`config.mk`:
```
export PLATFORM = sky130hd
export DESIGN_NAME = mem_access_unit_flat
export DESIGN_NICKNAME = d
export VERILOG_FILES = /design/src/rtl/mem_access_unit_if.sv /design/src/rtl/mem_access_unit.sv /design/src/flat_wrapper.sv
export SDC_FILE = /design/constraint.sdc
export NUM_CORES = 1
export LEC_CHECK = 0
export CAP_MARGIN = 40
export CORE_AREA = 2 2 113 115
export DETAILED_ROUTE_END_ITERATION = 12
export DIE_AREA = 0 0 115 117
export PLACE_DENSITY_LB_ADDON = 0.1
export SLEW_MARGIN = 40
export SYNTH_ARGS = -nofsm -noshare
export SYNTH_HDL_FRONTEND = slang
export SYNTH_SLANG_ARGS = --single-unit
```
`constraint.sdc`:
```
create_clock -name clk -period 3.76 [get_ports clk]
set_input_delay 0.376 -clock clk [delete_from_list [all_inputs] [get_ports clk]]
set_output_delay 0.376 -clock clk [all_outputs]
set_load 0.01 [all_outputs]
```
`src/rtl/mem_access_unit_if.sv`:
```
// Request/response and dataMem bus of the byte-addressed load/store unit.
// The slave modport is the unit itself; master is the CPU/memory side.
interface mem_access_unit_if;
    logic        req_valid;
    logic        req_ready;
    logic        req_we;
    logic [1:0]  req_size;
    logic        req_signed;
    logic [31:0] req_addr;
    logic [31:0] req_wdata;
    logic        resp_valid;
    logic [31:0] resp_rdata;
    logic        resp_err;
    logic        mem_we;
    logic [31:0] mem_addr;
    logic [31:0] mem_wd;
    logic [31:0] mem_rd;

    modport slave (
        input  req_valid, req_we, req_size, req_signed, req_addr, req_wdata, mem_rd,
        output req_ready, resp_valid, resp_rdata, resp_err, mem_we, mem_addr, mem_wd
    );

    modport master (
        output req_valid, req_we, req_size, req_signed, req_addr, req_wdata, mem_rd,
        input  req_ready, resp_valid, resp_rdata, resp_err, mem_we, mem_addr, mem_wd
    );
endinterface

```
`src/rtl/mem_access_unit.sv`:
```
// Byte-addressed load/store front end for word-indexed dataMem; sub-word
// stores are done as read-modify-write, loads are lane-selected and extended.
module mem_access_unit #(
    parameter logic [31:0] IO_BASE = 32'hFFFF0000
) (
    input  logic               clk,
    input  logic               reset,
    mem_access_unit_if.slave   bus
);
    typedef enum logic [1:0] {IDLE, ACCESS, MERGE, DONE} state_t;

    state_t      state_reg, state_next;
    logic        we_reg;
    logic        signed_reg;
    logic [1:0]  size_reg;
    logic [1:0]  off_reg;
    logic [15:0] wdata_reg;
    logic [31:0] mem_addr_reg;
    logic [31:0] mem_wd_reg;
    logic [31:0] rdata_reg;
    logic        err_reg;

    logic        accept;
    logic        req_io;
    logic        req_err;
    logic [31:0] req_word_addr;
    logic [31:0] load_data;
    logic [31:0] merged;
    logic [31:0] shifted;
    logic [15:0] half_sel;

    assign accept = (state_reg == IDLE) && bus.req_valid;
    assign req_io = (bus.req_addr[31:16] == IO_BASE[31:16]);

    // Sub-word accesses are not supported by the I/O port.
    assign req_err = (bus.req_size == 2'b11)
                  || ((bus.req_size == 2'b01) && bus.req_addr[0])
                  || ((bus.req_size == 2'b10) && (bus.req_addr[1:0] != 2'b00))
                  || ((bus.req_size != 2'b10) && req_io);

    assign req_word_addr = req_io ? {bus.req_addr[31:16], 2'b00, bus.req_addr[15:2]}
                                  : {2'b00, bus.req_addr[31:2]};

    always_comb begin
        state_next = state_reg;
        case (state_reg)
            IDLE:    if (accept) state_next = req_err ? DONE : ACCESS;
            ACCESS:  state_next = (we_reg && (size_reg != 2'b10)) ? MERGE : DONE;
            MERGE:   state_next = DONE;
            DONE:    state_next = IDLE;
            default: state_next = IDLE;
        endcase
    end

    assign shifted  = bus.mem_rd >> {off_reg, 3'b000};
    assign half_sel = off_reg[1] ? bus.mem_rd[31:16] : bus.mem_rd[15:0];

    always_comb begin
        load_data = bus.mem_rd;
        case (size_reg)
            2'b00:   load_data = {{24{signed_reg & shifted[7]}}, shifted[7:0]};
            2'b01:   load_data = {{16{signed_reg & half_sel[15]}}, half_sel};
            default: load_data = bus.mem_rd;
        endcase
    end

    // Per byte lane: take store data if the lane is targeted, else keep memory.
    generate
        for (genvar gi = 0; gi < 4; gi++) begin : g_lane
            localparam logic [1:0] LANE = 2'(gi);
            logic       lane_hit;
            logic [7:0] lane_byte;
            assign lane_hit  = (size_reg == 2'b00) ? (off_reg == LANE)
                                                   : (off_reg[1] == LANE[1]);
            assign lane_byte = (size_reg == 2'b00) ? wdata_reg[7:0]
                                                   : wdata_reg[8*(gi%2) +: 8];
            assign merged[8*gi +: 8] = lane_hit ? lane_byte : bus.mem_rd[8*gi +: 8];
        end
    endgenerate

    always_ff @(posedge clk) begin
        if (reset) begin
            state_reg    <= IDLE;
            we_reg       <= 1'b0;
            signed_reg   <= 1'b0;
            size_reg     <= 2'b00;
            off_reg      <= 2'b00;
            wdata_reg    <= '0;
            mem_addr_reg <= '0;
            mem_wd_reg   <= '0;
            rdata_reg    <= '0;
            err_reg      <= 1'b0;
        end else begin
            state_reg <= state_next;
            case (state_reg)
                IDLE: begin
                    if (accept) begin
                        we_reg     <= bus.req_we;
                        signed_reg <= bus.req_signed;
                        size_reg   <= bus.req_size;
                        off_reg    <= bus.req_addr[1:0];
                        wdata_reg  <= bus.req_wdata[15:0];
                        rdata_reg  <= '0;
                        err_reg    <= req_err;
                        if (!req_err) begin
                            mem_addr_reg <= req_word_addr;
                            if (bus.req_we && (bus.req_size == 2'b10))
                                mem_wd_reg <= bus.req_wdata;
                        end
                    end
                end
                ACCESS: begin
                    if (!we_reg)
                        rdata_reg <= load_data;
                    else if (size_reg != 2'b10)
                        mem_wd_reg <= merged;
                end
                default: ;
            endcase
        end
    end

    assign bus.req_ready  = (state_reg == IDLE);
    assign bus.resp_valid = (state_reg == DONE);
    assign bus.resp_rdata = rdata_reg;
    assign bus.resp_err   = err_reg;
    assign bus.mem_addr   = mem_addr_reg;
    assign bus.mem_wd     = mem_wd_reg;
    assign bus.mem_we     = !reset && (((state_reg == ACCESS) && we_reg && (size_reg == 2'b10))
                                       || (state_reg == MERGE));
endmodule

```
`src/flat_wrapper.sv`:
```
// flat-port wrapper written by rule: the top's interface ports become plain ports
module mem_access_unit_flat 
#(
    parameter logic [31:0] IO_BASE = 32'hFFFF0000
)
  (clk, reset, bus_req_valid, bus_req_we, bus_req_size, bus_req_signed, bus_req_addr, bus_req_wdata, bus_mem_rd, bus_req_ready, bus_resp_valid, bus_resp_rdata, bus_resp_err, bus_mem_we, bus_mem_addr, bus_mem_wd);
  mem_access_unit_if bus_i ();
  input  logic clk;
  input  logic reset;
  input wire logic [$bits(bus_i.req_valid)-1:0] bus_req_valid;
  input wire logic [$bits(bus_i.req_we)-1:0] bus_req_we;
  input wire logic [$bits(bus_i.req_size)-1:0] bus_req_size;
  input wire logic [$bits(bus_i.req_signed)-1:0] bus_req_signed;
  input wire logic [$bits(bus_i.req_addr)-1:0] bus_req_addr;
  input wire logic [$bits(bus_i.req_wdata)-1:0] bus_req_wdata;
  input wire logic [$bits(bus_i.mem_rd)-1:0] bus_mem_rd;
  output wire logic [$bits(bus_i.req_ready)-1:0] bus_req_ready;
  output wire logic [$bits(bus_i.resp_valid)-1:0] bus_resp_valid;
  output wire logic [$bits(bus_i.resp_rdata)-1:0] bus_resp_rdata;
  output wire logic [$bits(bus_i.resp_err)-1:0] bus_resp_err;
  output wire logic [$bits(bus_i.mem_we)-1:0] bus_mem_we;
  output wire logic [$bits(bus_i.mem_addr)-1:0] bus_mem_addr;
  output wire logic [$bits(bus_i.mem_wd)-1:0] bus_mem_wd;
  assign bus_i.req_valid = bus_req_valid;
  assign bus_i.req_we = bus_req_we;
  assign bus_i.req_size = bus_req_size;
  assign bus_i.req_signed = bus_req_signed;
  assign bus_i.req_addr = bus_req_addr;
  assign bus_i.req_wdata = bus_req_wdata;
  assign bus_i.mem_rd = bus_mem_rd;
  assign bus_req_ready = bus_i.req_ready;
  assign bus_resp_valid = bus_i.resp_valid;
  assign bus_resp_rdata = bus_i.resp_rdata;
  assign bus_resp_err = bus_i.resp_err;
  assign bus_mem_we = bus_i.mem_we;
  assign bus_mem_addr = bus_i.mem_addr;
  assign bus_mem_wd = bus_i.mem_wd;
  mem_access_unit #(.IO_BASE(IO_BASE)) u_core (.clk(clk), .reset(reset), .bus(bus_i));
endmodule
```
### Word-level counts from Yosys, hierarchy flattened

Index checks and enable logic that the tools add are counted.

* output and inout bits: 100
* input port bits: 103
* flip-flop bits (word level): 121
* word-level logic and storage cells: 83

* multiplexer cells: 25
* reduce and logical (&&, ||, !) cells: 23
* eq/ne operators: 20
* bitwise gates (word level): 4
* shift operators: 1

Operator list (number)
* 2-to-1 mux 32 bit: 8
* case mux 32 bit (2 select lines): 3
* 2-to-1 mux 8 bit: 5
* right shift 32 x 5 -> 8 bit: 1
* equality test 16 bit (second input constant): 1
* 2-to-1 mux 16 bit: 1
* equality test 2 bit (second input constant): 7
* logical AND 1 bit: 9
* equality test 2 x 1 -> 1 bit (second input constant): 4
* != test 2 x 1 -> 1 bit (second input constant): 4
* != test 2 bit (second input constant): 4
* case mux 2 bit (4 select lines): 1
* zero test 2 bit: 3
* AND reduction 3 bit: 2
* AND reduction 6 bit: 1
* 2-to-1 mux 1 bit: 5
* logical OR 1 bit: 4
* 2-to-1 mux 2 bit: 2
* nonzero test 2 bit: 2
* bitwise AND 1 bit: 2
* NOT 1 bit: 2
* AND reduction 2 bit: 1
* zero test 1 bit: 1

### Logic depth before layout (Yosys ltp)

* word-level depth: 8
* depth in mapped cells: 9
* depth with buffers taken out: 6

### Worst setup path before layout

Ideal clock, no wire load.

* path kind: flip-flop to output port
* start: register u_core.state_reg[1]
* end: output bus_mem_we
* setup slack: 1.865 ns
* buffers on the path: 3
* required time: 3.384 ns
* stages on the path, launching flop included: 8
* data arrival time: 1.519 ns
* path through: dfxtp_1 inv_1 ha_1 buf_2 clkbuf_1 clkbuf_1 a31oi_1 nor2_1

* word-level cells in the longest chain between the ends: 5
* elaborated cells between the ends (all ways): 6
* those cells by class: eq/ne (2); reduce/logical (4)

RTL lines
* start: declaration: line mem_access_unit.sv:12 `state_t state_reg, state_next;`
* start signal: assignment: line mem_access_unit.sv:94 `state_reg <= state_next;`
* equality test 2 x 1 -> 1 bit: line mem_access_unit.sv:129 `assign bus.mem_we = !reset && (((state_reg == ACCESS) && we_reg && (size_reg == 2'b10))`
* logical AND 1 bit (2 in a row): line mem_access_unit.sv:129
* logical OR 1 bit *: line mem_access_unit.sv:130 `|| (state_reg == MERGE));`
* logical AND 1 bit *: line mem_access_unit.sv:129
* end: declaration: line flat_wrapper.sv:21 `output wire logic [$bits(bus_i.mem_we)-1:0] bus_mem_we;`

Every way passes the cells marked *; elsewhere a longest branch is shown, timed or not.

### Final worst setup path

Ends and elaborated chain as after synthesis.

==> metrics list <==
- The worst setup path is of the register to output pin kind.
- In this run, synthesis inferred 0 flip-flops with an integrated enable.
* Vias per inst: ~6
* Number of nets produced by synthesis: a little under 800
* Hold/Removal Path Class: register to register
- In this run, CTS created clock tree buffers numbering 17.
- Number of maximum-capacitance constraint violations: 0
- Largest net degree at the start of global routing: between 60 and 70
- Static timing analysis puts the maximum clock frequency at approximately 350 MHz.
* Antenna viol nets, final: 0
- Antenna violations before repair: 0
* Hold slack final: 0.453 ns
- Area of the multi-input gates: around 0.0031 mm^2
- Clock skew on the completed layout was measured at about 0.0097 ns.
- In this run, flip-flops and latches consume around 31% of the power.
- Global-route wire length before repair: about 30000 um
* Worst r2r dst: u_core.bus.mem_wd[12]$_SDFFE_PP0P_
* Data arrival time of the worst path: 2.46 ns
- The worst register-to-register path begins at u_core.state_reg[1]$_SDFFE_PP0P_.
* Maximum single-stage delay on the critical path: between 0.6 and 0.7 ns
- The first detailed-routing pass took 6 iterations.
- In this run, the number of DRC markers left after iteration 0 of detailed routing was 640.
- After synthesis the cells add up to 0.00583 mm^2.
* Maximum clock path buffer count: 2
* Standard-cell rows: between 40 and 50
- Mean cell area of the mapped netlist: around 8.7 um^2
- Number of global-route vias before repair: 5823
- DRC violations left: 0
- The total overflow left after global routing is 0.
- Kind of cell adding the most delay to the critical path: buffers and inverters
* Sequential cell area: between 0.002 and 0.0025 mm^2
- Unrepaired setup endpoints after global routing: false
- The repair_antennas step left the layout with diodes totalling 0.
* Area added between synthesis and finish: 45.9%
- The number of buffers and inverters on the critical path is 2.
- The max-slew violation count is 0.
- Traced cell by cell, the critical path runs through inv_1 -> ha_1 -> a31oi_1 -> nor2_1 -> clkdlybuf4s50_1.
* Portion of synthesized cell area occupied by the leading cell type: about two fifths
* Clock tree root buffer cell: sky130_fd_sc_hd__clkbuf_16
- Setup violations remaining at the end of the flow were counted as 0.
- Setup TNS: 0 ns
* Most common library cell in the layout ignoring fill and taps: sky130_fd_sc_hd__clkdlybuf4s50_1
- The die covers approximately 0.013 mm^2.
* Largest area contributor in the netlist: sky130_fd_sc_hd__dfxtp_1
* Kind of end point of the critical path: output pin
- DP HPWL: approximately 14000 um
* Leading cell types in the layout, fill and taps excluded: sky130_fd_sc_hd__clkdlybuf4s50_1 (202), sky130_fd_sc_hd__nand2_1 (127), sky130_fd_sc_hd__dfxtp_1 (121)
- CTS saw about 120 sinks.
- Across all layers, the routed design uses between 6k and 7k vias.
- In this run the standard cell core region covers about 0.012 mm^2.
- Measured in cells, the most critical reg-to-reg path has a length of 6.
- For the pin with the worst max-slew slack, the measured transition is 0.793 ns.
- The flow ran to the end, and the final reports show no timing, DRC or antenna violations.
- Die width: around 120 um
- The synthesized design contains about 120 register bits.
- After routing the design area is about 0.0085 mm^2.
* Final weighted congestion in routability-driven placement: roughly 0.86
- Port Buffers: just over 200
- The worst hold path passes through 2 cells.
- Hold path endpoint: u_core.bus.mem_addr[10]$_SDFFE_PP0P_
- Fraction of final layout cells with drive strength greater than 1: around a tenth
- CTS tree: done
- Gates resized during post-CTS repair numbered 0.
- Peak ir drop on the vdd network: between 0.2 and 0.3 mV
- After synthesis, the share of flip-flops with an asynchronous set or reset is 0%.
* Reported leakage power: roughly 3.0 nW
- Die outline height: about 120 um
- The worst setup path is launched from a register.
- The worst hold path begins at u_core.bus.mem_addr[10]$_SDFFE_PP0P_.
- Total of fill cells in the finished design: between 900 and 1k
- Hold repair after CTS inserted 0 buffers.
- Among all stages on the critical path, the largest delay is contributed by sky130_fd_sc_hd__ha_1.
- Power per cell area: roughly 620 mW/mm^2
* Net switching share of the total power: 32.9%
* Post-synth top flop: sky130_fd_sc_hd__dfxtp_1
* Final hold viol count: 0
* Launching instance or port of the critical path: u_core.state_reg[1]$_SDFFE_PP0P_
* Share of the core filled with cells: about 69%
- Synth cell types: 54
- Total number of nets in the final design: around 950
- DR WL/cell: around 19 um
* Number of standard cells after synthesis: approximately 670
- Internal power comes to 3.54 mW.
* Clock latency at the later pin of the worst-skew pair: around 0.4 ns
- Along the worst path, the maximum fanout reaches 24.
* Register area share after synthesis: 41.5%
- For this configuration, the core starts out at a cell density of between 40% and 50%.
- After layout, the worst path uses around three quarters of the clock period.
- The clock network is responsible for between 30% and 40% of the overall power.
- Routed WL: 19200 um
- The Yosys step of the flow raised 0 warnings.
- Setup bufs post-CTS: 0
- In this run the tightest slew margin relative to its limit is between 40 and 50%.
- Most area-consuming cells after synthesis: sky130_fd_sc_hd__dfxtp_1 (42%), sky130_fd_sc_hd__nand2_1 (8.2%), sky130_fd_sc_hd__a32o_1 (6.5%), sky130_fd_sc_hd__mux2i_1 (4.8%), sky130_fd_sc_hd__a21oi_1 (4.7%)
- OpenSTA, run right after detailed placement, puts the worst setup slack at approximately 1.1 ns.
- Instance area after placement: slightly below 0.008 mm^2
- Overall routing resource usage: about 28%
- For flop-to-flop paths, the worst setup slack is approximately 1.0 ns.
- Data on the critical path is required at its endpoint by 3.38 ns.
- For this design the total switching power over the nets is approximately 1.7 mW.
- 203 I/O pins were placed.
* Clock slew at reported path FFs: around 0.05 ns
* Clock H-tree levels: 4
- Once routing completed, OpenROAD measured the worst setup slack at 0.929 ns.
- Logic gate share of total power: a little over a third
* Fin crit period: between 2 and 3 ns
## worst max path at each step
stage                                    endpoint  slack (ns)  cells past startpoint
6_report                               bus_mem_we        0.93                      5
5_1_grt                                bus_mem_we        0.73                      5
4_1_cts                                bus_mem_we        0.91                      5
3_3_place_gp   u_core.bus.mem_wd[17]$_SDFFE_PP0P_        1.05                      5
3_5_place_dp   u_core.bus.mem_wd[12]$_SDFFE_PP0P_        1.13                      6
2_1_floorplan                          bus_mem_we        1.86                      7
## cell families after synthesis
group | synth area share [%]
buf+inv | 6.13
compound gates | 26.6
mux | 5.58
fa+ha+maj | 0.858
flops | 41.5
simple gates | 19.3
## cell usage after synthesis (8+ instances only)
cell type                   number
sky130_fd_sc_hd__nand2_1       127
sky130_fd_sc_hd__dfxtp_1       121
sky130_fd_sc_hd__a21oi_1        55
sky130_fd_sc_hd__a32o_1         38
sky130_fd_sc_hd__clkbuf_1       32
sky130_fd_sc_hd__nand3_1        32
sky130_fd_sc_hd__mux2i_1        28
sky130_fd_sc_hd__o2bb2ai_1      19
sky130_fd_sc_hd__o21ai_0        18
sky130_fd_sc_hd__nor2_1         16
sky130_fd_sc_hd__o22a_1         16
sky130_fd_sc_hd__buf_2          15
sky130_fd_sc_hd__or2_2          15
sky130_fd_sc_hd__inv_1          12
sky130_fd_sc_hd__nor2b_1        12
sky130_fd_sc_hd__o22ai_1        12
sky130_fd_sc_hd__a22o_1          8
## cell type report
class / instances / area share, %
inverters: 14 / 0.617
clock inverters: 6 / 1.56
well taps: 150 / 2.20
multi-input cells: 476 / 36.0
repair buffers: 216 / 25.0
flip-flops and latches: 121 / 28.4
clock buffers: 26 / 6.10
## layer usage
metal	track usage (%)	up-vias	share of wire, %	wire, um
met5	0	-	0	0
met4	15.8	0	4.4	846
met3	7.57	73	9.4	1800
met2	47.6	335	47	9120
met1	33.1	2824	39	7440
li1	-	2788	-	-
## per-stage QoR
step                      std cells  power [mW]
after floorplan                 672        2.77
after global placement          976        3.43
after detailed placement        976        3.47
after CTS                      1008        5.26
after global routing           1009        5.53
final                          1009        5.28
## tightest hold or removal path, cell delays in order (launching register included)
cell and delay, ns:
sky130_fd_sc_hd__dfxtp_1 0.30, sky130_fd_sc_hd__nand2_1 0.05, sky130_fd_sc_hd__mux2i_1 0.05
## power groups by stage
stage	clock network [mW]	registers (mW)	logic (mW)
after floorplan	0	1.69	1.08
after global placement	0	1.64	1.79
after detailed placement	0	1.65	1.82
after CTS	1.80	1.63	1.84
after global routing	1.87	1.65	2.01
final	1.78	1.63	1.86
(Power assumes the default switching activity.)
